===== config.mk =====
export PLATFORM = sky130hd
export DESIGN_NAME = branch_resolve_queue
export DESIGN_NICKNAME = d
export VERILOG_FILES = /design/src/rtl/branch_resolve_queue_pkg.sv /design/src/rtl/brq_fifo.sv /design/src/rtl/branch_resolve_queue.sv
export SDC_FILE = /design/constraint.sdc
export NUM_CORES = 1
export LEC_CHECK = 0
export BUFFER_PORTS_ARGS = -buffer_cell sky130_fd_sc_hd__buf_2
export CELL_PAD_IN_SITES_DETAIL_PLACEMENT = 1
export CELL_PAD_IN_SITES_GLOBAL_PLACEMENT = 1
export CORE_MARGIN = 8
export CORE_UTILIZATION = 44
export DETAILED_ROUTE_END_ITERATION = 10
export PLACE_DENSITY = 0.76
export SLEW_MARGIN = 20
export SYNTH_ARGS = -nofsm -noshare
export SYNTH_HDL_FRONTEND = slang
export SYNTH_SLANG_ARGS = --single-unit

===== constraint.sdc =====
create_clock -name clk -period 2.3 [get_ports clk]
set_clock_uncertainty 0.2 [all_clocks]
set_input_delay 0.345 -clock clk [delete_from_list [all_inputs] [get_ports clk]]
set_output_delay 0.345 -clock clk [all_outputs]
set_load 0.02 [all_outputs]

===== src/rtl/branch_resolve_queue_pkg.sv =====
// rtl/branch_resolve_queue_pkg.sv - shared state encoding and default sizes for the branch resolve queue
package branch_resolve_queue_pkg;

   typedef enum logic {
      ST_RUN     = 1'b0,
      ST_RECOVER = 1'b1
   } brq_state_t;

   localparam int BRQ_AW    = 10;
   localparam int BRQ_DEPTH = 4;

endpackage


===== src/rtl/brq_fifo.sv =====
// rtl/brq_fifo.sv - circular fall-through address FIFO with synchronous clear
module brq_fifo
   import branch_resolve_queue_pkg::*;
#(
   parameter int DEPTH = BRQ_DEPTH,
   parameter int AW    = BRQ_AW
) (
   input  logic          clk,
   input  logic          rst,
   input  logic          wr_en,
   input  logic [AW-1:0] wr_data,
   input  logic          rd_en,
   input  logic          clr,
   output logic [AW-1:0] head_data,
   output logic          full,
   output logic          empty
);

   // One extra pointer bit separates the full case from the empty case.
   localparam int PW = $clog2(DEPTH) + 1;

   logic [PW-1:0] wr_ptr;
   logic [PW-1:0] rd_ptr;
   logic [AW-1:0] mem [DEPTH];
   logic          do_rd;
   logic          do_wr;

   // Status flags and accepted read/write strobes; a pop frees a slot for a same-cycle push.
   always_comb begin
      empty     = (wr_ptr == rd_ptr);
      full      = (wr_ptr[PW-1] != rd_ptr[PW-1]) && (wr_ptr[PW-2:0] == rd_ptr[PW-2:0]);
      do_rd     = rd_en && !empty;
      do_wr     = wr_en && (!full || do_rd);
      head_data = mem[rd_ptr[PW-2:0]];
   end

   // Pointer update; clear drops every entry by catching the read pointer up.
   always_ff @(posedge clk or negedge rst) begin
      if (!rst) begin
         wr_ptr <= '0;
         rd_ptr <= '0;
      end else if (clr) begin
         rd_ptr <= wr_ptr;
      end else begin
         if (do_wr) wr_ptr <= wr_ptr + PW'(1);
         if (do_rd) rd_ptr <= rd_ptr + PW'(1);
      end
   end

   // Storage write; contents need no reset since the pointers gate visibility.
   always_ff @(posedge clk) begin
      if (do_wr && !clr) mem[wr_ptr[PW-2:0]] <= wr_data;
   end

endmodule


===== src/rtl/branch_resolve_queue.sv =====
// rtl/branch_resolve_queue.sv - predicted-taken branch resolution queue with redirect/flush (optional BRANCH_STATS_EN counters)
module branch_resolve_queue
   import branch_resolve_queue_pkg::*;
#(
   parameter int DEPTH = BRQ_DEPTH,
   parameter int AW    = BRQ_AW
) (
   input  logic          clk,
   input  logic          rst,
   input  logic          push_valid,
   input  logic [AW-1:0] push_fall_addr,
   input  logic          res_valid,
   input  logic          res_taken,
   output logic          correct_en,
   output logic [AW-1:0] correction,
   output logic          flush,
   output logic          full,
   output logic          empty
`ifdef BRANCH_STATS_EN
   ,
   output logic [15:0]   resolved_cnt,
   output logic [15:0]   mispredict_cnt
`endif
);

   brq_state_t    state;
   logic [AW-1:0] head_addr;
   logic          res_fire;
   logic          mispredict;
   logic          pop;
   logic          push;

   // Decode resolve/push events; nothing is accepted during the recovery cycle.
   always_comb begin
      res_fire   = (state == ST_RUN) && res_valid && !empty;
      mispredict = res_fire && !res_taken;
      pop        = res_fire && res_taken;
      push       = (state == ST_RUN) && push_valid && !mispredict;
   end

   brq_fifo #(
      .DEPTH (DEPTH),
      .AW    (AW)
   ) u_fifo (
      .clk       (clk),
      .rst       (rst),
      .wr_en     (push),
      .wr_data   (push_fall_addr),
      .rd_en     (pop),
      .clr       (mispredict),
      .head_data (head_addr),
      .full      (full),
      .empty     (empty)
   );

   // Redirect FSM: a mispredict raises a one-cycle redirect/flush and spends one cycle in RECOVER.
   always_ff @(posedge clk or negedge rst) begin
      if (!rst) begin
         state      <= ST_RUN;
         correct_en <= 1'b0;
         flush      <= 1'b0;
         correction <= '0;
      end else begin
         case (state)
            ST_RUN: begin
               correct_en <= mispredict;
               flush      <= mispredict;
               if (mispredict) begin
                  correction <= head_addr;
                  state      <= ST_RECOVER;
               end
            end
            ST_RECOVER: begin
               correct_en <= 1'b0;
               flush      <= 1'b0;
               state      <= ST_RUN;
            end
         endcase
      end
   end

`ifdef BRANCH_STATS_EN
   // Free-running statistics counters; wrap naturally at 16 bits.
   always_ff @(posedge clk or negedge rst) begin
      if (!rst) begin
         resolved_cnt   <= '0;
         mispredict_cnt <= '0;
      end else begin
         if (res_fire)   resolved_cnt   <= resolved_cnt + 16'd1;
         if (mispredict) mispredict_cnt <= mispredict_cnt + 16'd1;
      end
   end
`endif

endmodule


==> results.py, run 1 <==
metrics = {
    "synthesis": {
        "synthSimpleGateAreaFrac_pct": 4.65,
        "avgSynthCellArea_um2": 19.2,
        "yosys_warnings": 0,
        "synth_xor_area_share_pct": 2.22,
        "synth.area.mux_share_pct": 16.9,
        "synth_compound_area_share_pct": 2.59,
        "synthAdderAreaFrac_pct": 2.64,
        "ys_types": 30,
        "seq_area_frac_synth_pct": 68.7,
        "syn_inst": 123,
        "synth-seq-cells": 57,
        "syn_nets": 143,
        "synth_top_family_by_area": "multiplexers",
        "netlist_area_mm2": 0.00237,
    },
    "clock_network": {
        "cts-root-buf": "clkbuf_8",
        "clock_latency_ns": 0.32,
        "htree_num_levels": 3,
        "numClockSinks": 57,
        "clk_path_buf_depth": 2,
        "numCtsBuffers": 9,
        "cts_tree": "yes",
        "clkTransAtPathRegs_ns": 0.06,
    },
    "power_and_ir_drop": {
        "leakagePower_nw": 1.13,
        "p_seq_share_pct": 40.9,
        "powerDensity_mw_per_mm2": 1320,
        "netSwitchingFraction_pct": 33.8,
        "p_comb_share_pct": 38.5,
        "switchingPower_mw": 1.28,
        "p_int_mw": 2.52,
        "pwr-share-clk_pct": 20.6,
        "vdd_drop_max_v": 0.000637,
    },
    "layout": {
        "layout_commonest_cell": "edfxtp_1",
        "multi_input_area_um2": 714,
        "regArea_mm2": 0.00163,
        "final_core_util_pct": 55.9,
        "fillCellCount": 495,
        "final_nets": 188,
        "drive_above_1_share_pct": 43.9,
        "diodes": 0,
        "syn_to_final_growth_pct": 21.4,
        "final_cell_mix": "edfxtp_1, buf_2, dfrtp_1, clkbuf_8, mux2_4",
    },
    "drt": {
        "ant_nets": 0,
        "vias_per_cell": 5.14,
        "detailedRoute.firstIterationViolations": 63,
        "vias": 1249,
        "firstDrtPassIters": 2,
        "wl_per_cell_um": 19.6,
        "drc": 0,
        "routed_wirelength_um": 4770,
    },
    "hold_path": {
        "hold_path_class": "input port to register",
        "holdPathStages": 1,
        "min_from": "push_fall_addr[0]",
    },
    "critical_path": {
        "worstSetupStartpointType": "register",
        "r2r-start": "u_fifo.wr_ptr[1]$_DFFE_PN0P_",
        "worstPathArrival_ns": 1.98,
        "setup.worst_path.start": "u_fifo.wr_ptr[1]$_DFFE_PN0P_",
        "crit_fanout": 10,
        "worstSetupPathType": "register to register",
        "critPathCaptureType": "register",
        "rr_worst_depth": 5,
        "crit_required_ns": 2.14,
    },
    "timing": {
        "maxSlewViolCount": 0,
        "period_minus_slack_ns": 2.14,
        "rsz0062_at_grt": "false",
        "min_period_over_period_pct": 93.1,
        "fmax_mhz": 467,
        "tightest_slew_ns": 0.418,
        "setup_viol": 0,
        "fin_ws_ns": 0.158,
        "hold_viol_final": 0,
        "maxSlewHeadroom_pct": 72.1,
    },
    "grt": {
        "grt_usage_pct": 13.9,
        "antenna_found_initial": 0,
        "grt_max_degree": 18,
        "grt_pass1_vias": 1405,
        "overflow": 0,
        "grt_pass1_wl_um": 7710,
    },
    "die": {
        "num_rows": 26,
        "core-area_mm2": 0.00514,
        "die-area_mm2": 0.00798,
        "ioPinCount": 29,
        "die_h_um": 89.4,
        "die_width_um": 89.4,
        "initial_utilization_pct": 46.1,
    },
    "placement": {
        "dpl_worst_slack_ns": -0.0141,
        "port_buffers": 28,
        "gp_congestion": 0.717,
        "dp_hpwl_um": 3310,
    },
    "job": {
        "drv_cap": 0,
    },
    "status": {
        "status": "complete, no violations",
    },
}
worst max-delay path: stages, from the launching register on:
cell	delay, ns
dfrtp_1	0.47
xnor2_2	0.20
and4_1	0.26
nor4b_4	0.36
and2_1	0.23
buf_12	0.15
synth_stat cells:
| cell | instances | area share [%] |
|---|---|---|
| dfrtp_1 | 17 | 18 |
| buf_1 | 1 | 0.16 |
| nor3_1 | 2 | 0.42 |
| clkbuf_1 | 2 | 0.32 |
| mux2i_1 | 1 | 0.42 |
| mux2_4 | 9 | 5.7 |
| and2_1 | 3 | 0.79 |
| nand2_1 | 4 | 0.63 |
| o31ai_1 | 1 | 0.32 |
| a311o_2 | 1 | 0.48 |
| clkinv_1 | 1 | 0.16 |
| nor2_4 | 1 | 0.48 |
| buf_4 | 1 | 0.32 |
| a211o_1 | 1 | 0.37 |
| o32ai_1 | 1 | 0.37 |
| nor2_1 | 4 | 0.63 |
| mux2_1 | 2 | 0.95 |
| buf_12 | 1 | 0.85 |
| o21ai_1 | 2 | 0.42 |
| inv_1 | 3 | 0.48 |
| a311oi_2 | 1 | 0.63 |
| nand3b_1 | 1 | 0.32 |
| mux4_1 | 2 | 2.2 |
| ha_1 | 5 | 2.6 |
| and4_1 | 1 | 0.37 |
| mux4_2 | 8 | 7.6 |
| nor4b_4 | 1 | 1.0 |
| edfxtp_1 | 40 | 51 |
| xnor2_1 | 4 | 1.5 |
| xor2_1 | 2 | 0.74 |
stage by stage:
stage / hold slack (ns) / setup TNS, ns / cell area (um2) / power, mW / instances
2_1_floorplan: -0.151 / 0 / 2370 / 2.52 / 123
3_3_place_gp: 0.110 / 0 / 2660 / 2.91 / 224
3_5_place_dp: 0.111 / -0.313 / 2660 / 2.99 / 224
4_1_cts: 0.0154 / 0 / 2860 / 3.84 / 241
5_1_grt: 0.0222 / 0 / 2870 / 4.05 / 243
6_report: 0.0351 / 0 / 2870 / 3.80 / 243
cell type report:
cell class / instances / area share [%]
clock buffer: 13 / 5.18
tap: 70 / 3.05
clock inverter: 3 / 0.610
sequential: 57 / 56.6
timing repair buffer: 39 / 9.15
inverter: 4 / 0.523
multi-input combinational: 57 / 24.9
routing by layer:
metal | GRT usage (%) | part of all wire, % | wire [um] | vias to the layer above
li1 | - | - | - | 565
met1 | 16.1 | 42 | 2020 | 642
met2 | 22.4 | 50 | 2400 | 34
met3 | 5.97 | 6.1 | 289 | 8
met4 | 4.98 | 1.4 | 65 | 0
met5 | 0 | 0 | 0 | -
flip-flops by register name (all words and copies together), names as in the netlist:
signal,flops
u_fifo.rd_ptr,3
u_fifo.mem,40
correction,10
flush,1
u_fifo.wr_ptr,3
path summary, 6_finish.rpt:
path | end | slack (ns)
worst min register to register | correction[6]$_DFFE_PN0P_ | 0.29
max in group asynchronous | u_fifo.rd_ptr[1]$_DFFE_PN0P_ | 1.30
min in group asynchronous | correction[9]$_DFFE_PN0P_ | 0.31
worst max register to register | u_fifo.mem[2][5]$_DFFE_PP_ | 0.16
worst min-delay path | u_fifo.mem[2][0]$_DFFE_PP_ | 0.04
worst max-delay path | u_fifo.mem[2][5]$_DFFE_PP_ | 0.16
what timing repair did:
action	in CTS	in global routing
setup endpoints to repair	30	30
pin swaps	0	1
hold endpoints to repair	17	0
gates resized for setup	3	0
hold buffers	1	0
setup buffers	0	2
cloned	0	0
kinds of logic (layout without fill, tap and decap cells):
| group | after synthesis | after routing |
|---|---|---|
| buffers and inverters | 9 | 59 |
| adders and majority gates | 5 | 5 |
| and+or+nand+nor | 17 | 17 |
| muxes | 22 | 22 |
| DFF | 57 | 57 |
| AOI/OAI and AO/OA | 7 | 7 |
| xor gates and xnor gates | 6 | 6 |
power groups by stage:
| stage | clock (mW) | sequential, mW | combinational (mW) |
|---|---|---|---|
| final | 0.782 | 1.55 | 1.46 |
| after global routing | 0.858 | 1.59 | 1.60 |
| after CTS | 0.810 | 1.56 | 1.47 |
| after detailed placement | 0 | 1.56 | 1.43 |
| after global placement | 0 | 1.54 | 1.37 |
| after floorplan | 0 | 1.65 | 0.863 |
(Power assumes the default switching activity.)
==> inputs of run 2 (changes only) <==
ABC_AREA = 1   (was not set)
CORE_UTILIZATION = 41   (was 44)
PLACE_DENSITY = 0.77   (was 0.76)
SLEW_MARGIN = not set   (was 20)
==> run 2 against run 1 <==
Effect of this change:
- synthesized cell count is 76% higher
- utilization is 4.4 points lower
- sequential share of layout area hardly changed
- sequential cell count stayed put
- clock-buffer cell count is 4 lower
- critical endpoint is now u_fifo.mem[1][2]$_DFFE_PP_
- combinational power is 10% lower
- routed wire length is 22% higher
- area after synthesis is 0.63% higher
- global-route usage is 1.4 points higher
- via count is 36% higher
==> results.py, run 2 <==
metrics = {
    "status": {
        "status": "complete, no violations",
    },
    "hold_path": {
        "hold_path_class": "input port to register",
    },
    "grt": {
        "grt_max_degree": 23,
        "grt_pass1_wl_um": 9880,
        "antenna_found_initial": 0,
        "overflow": 0,
        "grt-busiest-layer": "met2",
        "grt_usage_pct": 15.3,
        "grt_pass1_vias": 1864,
        "grt_util_met1_pct": 19.4,
        "met2_usage_pct": 22.8,
        "use_met3_pct": 5.79,
    },
    "clock_network": {
        "htree_num_levels": 3,
        "clk_path_buf_depth": 2,
        "cts-root-buf": "clkbuf_8",
        "clock_latency_ns": 0.34,
        "clkTransAtPathRegs_ns": 0.06,
        "cts_setup_buffers": 0,
        "numCtsBuffers": 9,
        "cts_tree": "yes",
        "numClockSinks": 57,
    },
    "synthesis": {
        "yosysTopAreaCell": "edfxtp_1",
        "syn_inst": 216,
        "synth_top_area_share_pct": 50.4,
        "synth_compound_area_share_pct": 6.83,
        "syn_nets": 236,
        "synthArstFlopShare_pct": 29.8,
        "synth-seq-cells": 57,
        "synthTopCellsByArea": "edfxtp_1, dfrtp_1, nand2_1",
        "netlist_area_mm2": 0.00238,
        "ys_dominant_reg_cell": "edfxtp_1",
        "synth.area.mux_share_pct": 0,
        "synthSimpleGateAreaFrac_pct": 17.0,
        "post-synth-top-count-cell": "nand2_1",
        "avgSynthCellArea_um2": 11.0,
        "synth_xor_area_share_pct": 0.735,
        "synth_top_family_by_area": "simple AND/OR/NAND/NOR gates",
        "ys_types": 18,
        "synthAdderAreaFrac_pct": 2.63,
        "synthTopCellsByCount": "nand2_1, edfxtp_1, nor2_1",
        "yosys_warnings": 0,
        "synth_edf_count": 40,
        "seq_area_frac_synth_pct": 68.3,
    },
    "layout": {
        "drive_above_1_share_pct": 23.6,
        "finalInstanceArea_mm2": 0.00287,
        "layout_commonest_cell": "nand2_1",
        "final_cell_mix": "nand2_1, edfxtp_1, buf_2, nor2_1, o21ai_0",
        "fillCellCount": 624,
        "final_nets": 278,
        "final_core_util_pct": 51.5,
        "syn_to_final_growth_pct": 20.5,
        "diodes": 0,
        "largest_register_ffs": 40,
    },
    "die": {
        "die-area_mm2": 0.00851,
        "num_rows": 27,
        "die_h_um": 92.2,
        "die_width_um": 92.2,
        "initial_utilization_pct": 42.7,
        "ioPinCount": 29,
        "core-area_mm2": 0.00557,
    },
    "critical_path": {
        "worstSetupStartpointType": "register",
        "worstPathArrival_ns": 2.04,
        "crit_required_ns": 2.15,
        "critPathCaptureType": "register",
        "worstSetupPathType": "register to register",
        "crit_fanout": 10,
    },
    "timing": {
        "maxSlewHeadroom_pct": 72.4,
        "hold_viol_final": 0,
        "setup_viol": 0,
        "tightest_slew_ns": 0.414,
        "maxSlewViolCount": 0,
        "fmax_mhz": 458,
        "period_minus_slack_ns": 2.19,
        "min_period_over_period_pct": 95.0,
        "rsz0062_at_grt": "false",
        "fin_setup_tns_ns": 0,
    },
    "drt": {
        "drc": 0,
        "detailedRoute.firstIterationViolations": 136,
        "firstDrtPassIters": 4,
        "vias": 1696,
        "ant_nets": 0,
        "vias_per_cell": 5.06,
        "wl_per_cell_um": 17.4,
        "routed_wirelength_um": 5830,
    },
    "placement": {
        "dp_hpwl_um": 4000,
        "gp_congestion": 0.813,
        "placed_cell_area_mm2": 0.00265,
        "port_buffers": 28,
    },
    "power_and_ir_drop": {
        "vdd_drop_max_v": 0.000639,
        "leakagePower_nw": 1.26,
        "powerDensity_mw_per_mm2": 1320,
    },
    "job": {
        "drv_cap": 0,
    },
}
## run 2: changes by cell type in the layout (fill, tap and decap cells not counted), moves of 9 or more
cell	before	now
mux2_4	9	0
nand2_1	4	59
nor2_1	4	27
o21ai_0	0	20
o22ai_1	0	10
## run 2: layout make-up
cell class | count | area (um2) | area share (%)
clock inverters | 7 | 85.1 | 2.96
multi-input cells | 134 | 649 | 22.6
flip-flops and latches | 57 | 1630 | 56.6
clock buffers | 9 | 124 | 4.31
repair buffers | 40 | 236 | 8.24
well taps | 72 | 90.1 | 3.14
inverters | 16 | 60.1 | 2.09
## run 2: kinds of logic (layout without fill, tap and decap cells)
logic type | Yosys count | in the layout
AO/OA/AOI/OAI | 30 | 30
XOR/XNOR | 2 | 2
adder cells (fa/ha/maj) | 5 | 5
buffers and inverters | 25 | 72
flip-flops | 57 | 57
AND/OR/NAND/NOR | 97 | 97
## run 2: final timing paths
path | start | cells past startpoint | slack [ns] | to
worst max-delay path | u_fifo.wr_ptr[0]$_DFFE_PN0P_ | 9 | 0.11 | u_fifo.mem[1][2]$_DFFE_PP_
worst min-delay path | push_fall_addr[3] | 1 | 0.03 | u_fifo.mem[0][3]$_DFFE_PP_
worst max register to register | u_fifo.wr_ptr[0]$_DFFE_PN0P_ | 9 | 0.11 | u_fifo.mem[1][2]$_DFFE_PP_
worst min register to register | correction[7]$_DFFE_PN0P_ | 2 | 0.27 | correction[7]$_DFFE_PN0P_
max in group asynchronous | rst | 2 | 1.34 | u_fifo.wr_ptr[0]$_DFFE_PN0P_
min in group asynchronous | rst | 2 | 0.27 | u_fifo.rd_ptr[0]$_DFFE_PN0P_
## run 2: critical path, cell delays in order (launching register included)
cell,delay [ns]
dfrtp_1,0.43
inv_1,0.15
nand2_1,0.08
nand2_1,0.12
nand3_2,0.14
nand3_4,0.09
nand3_2,0.14
buf_4,0.20
nor2_1,0.16
buf_6,0.18
## run 2: where the power goes
part,switching (mW),internal (mW),total [mW]
clock,0.400,0.598,0.998
combinational,0.871,0.436,1.31
sequential,0.136,1.36,1.50
total,1.41,2.39,3.80
## run 2: metrics by stage
stage / cells / hold WS (ns) / worst slack, ns / total power [mW]
2_1_floorplan: 216 / -0.151 / 0.164 / 2.34
3_3_place_gp: 318 / 0.109 / 0.248 / 2.76
3_5_place_dp: 318 / 0.108 / 0.148 / 2.82
4_1_cts: 335 / 0.0187 / 0.0658 / 3.84
5_1_grt: 335 / 0.0226 / 0.00513 / 4.07
6_report: 335 / 0.0312 / 0.114 / 3.80
## run 2: metal layers
layer | wire length, um | vias to the layer above
met3 | 412 | 5
met4 | 97 | 0
met2 | 2680 | 51
met5 | 0 | -
li1 | - | 810
met1 | 2630 | 830
## run 2: timing repair
item / CTS / global route
hold endpoints to repair: 17 / 0
endpoints found under the setup margin: 0 / 7
hold buffers: 1 / 0
gates resized for setup: 0 / 2
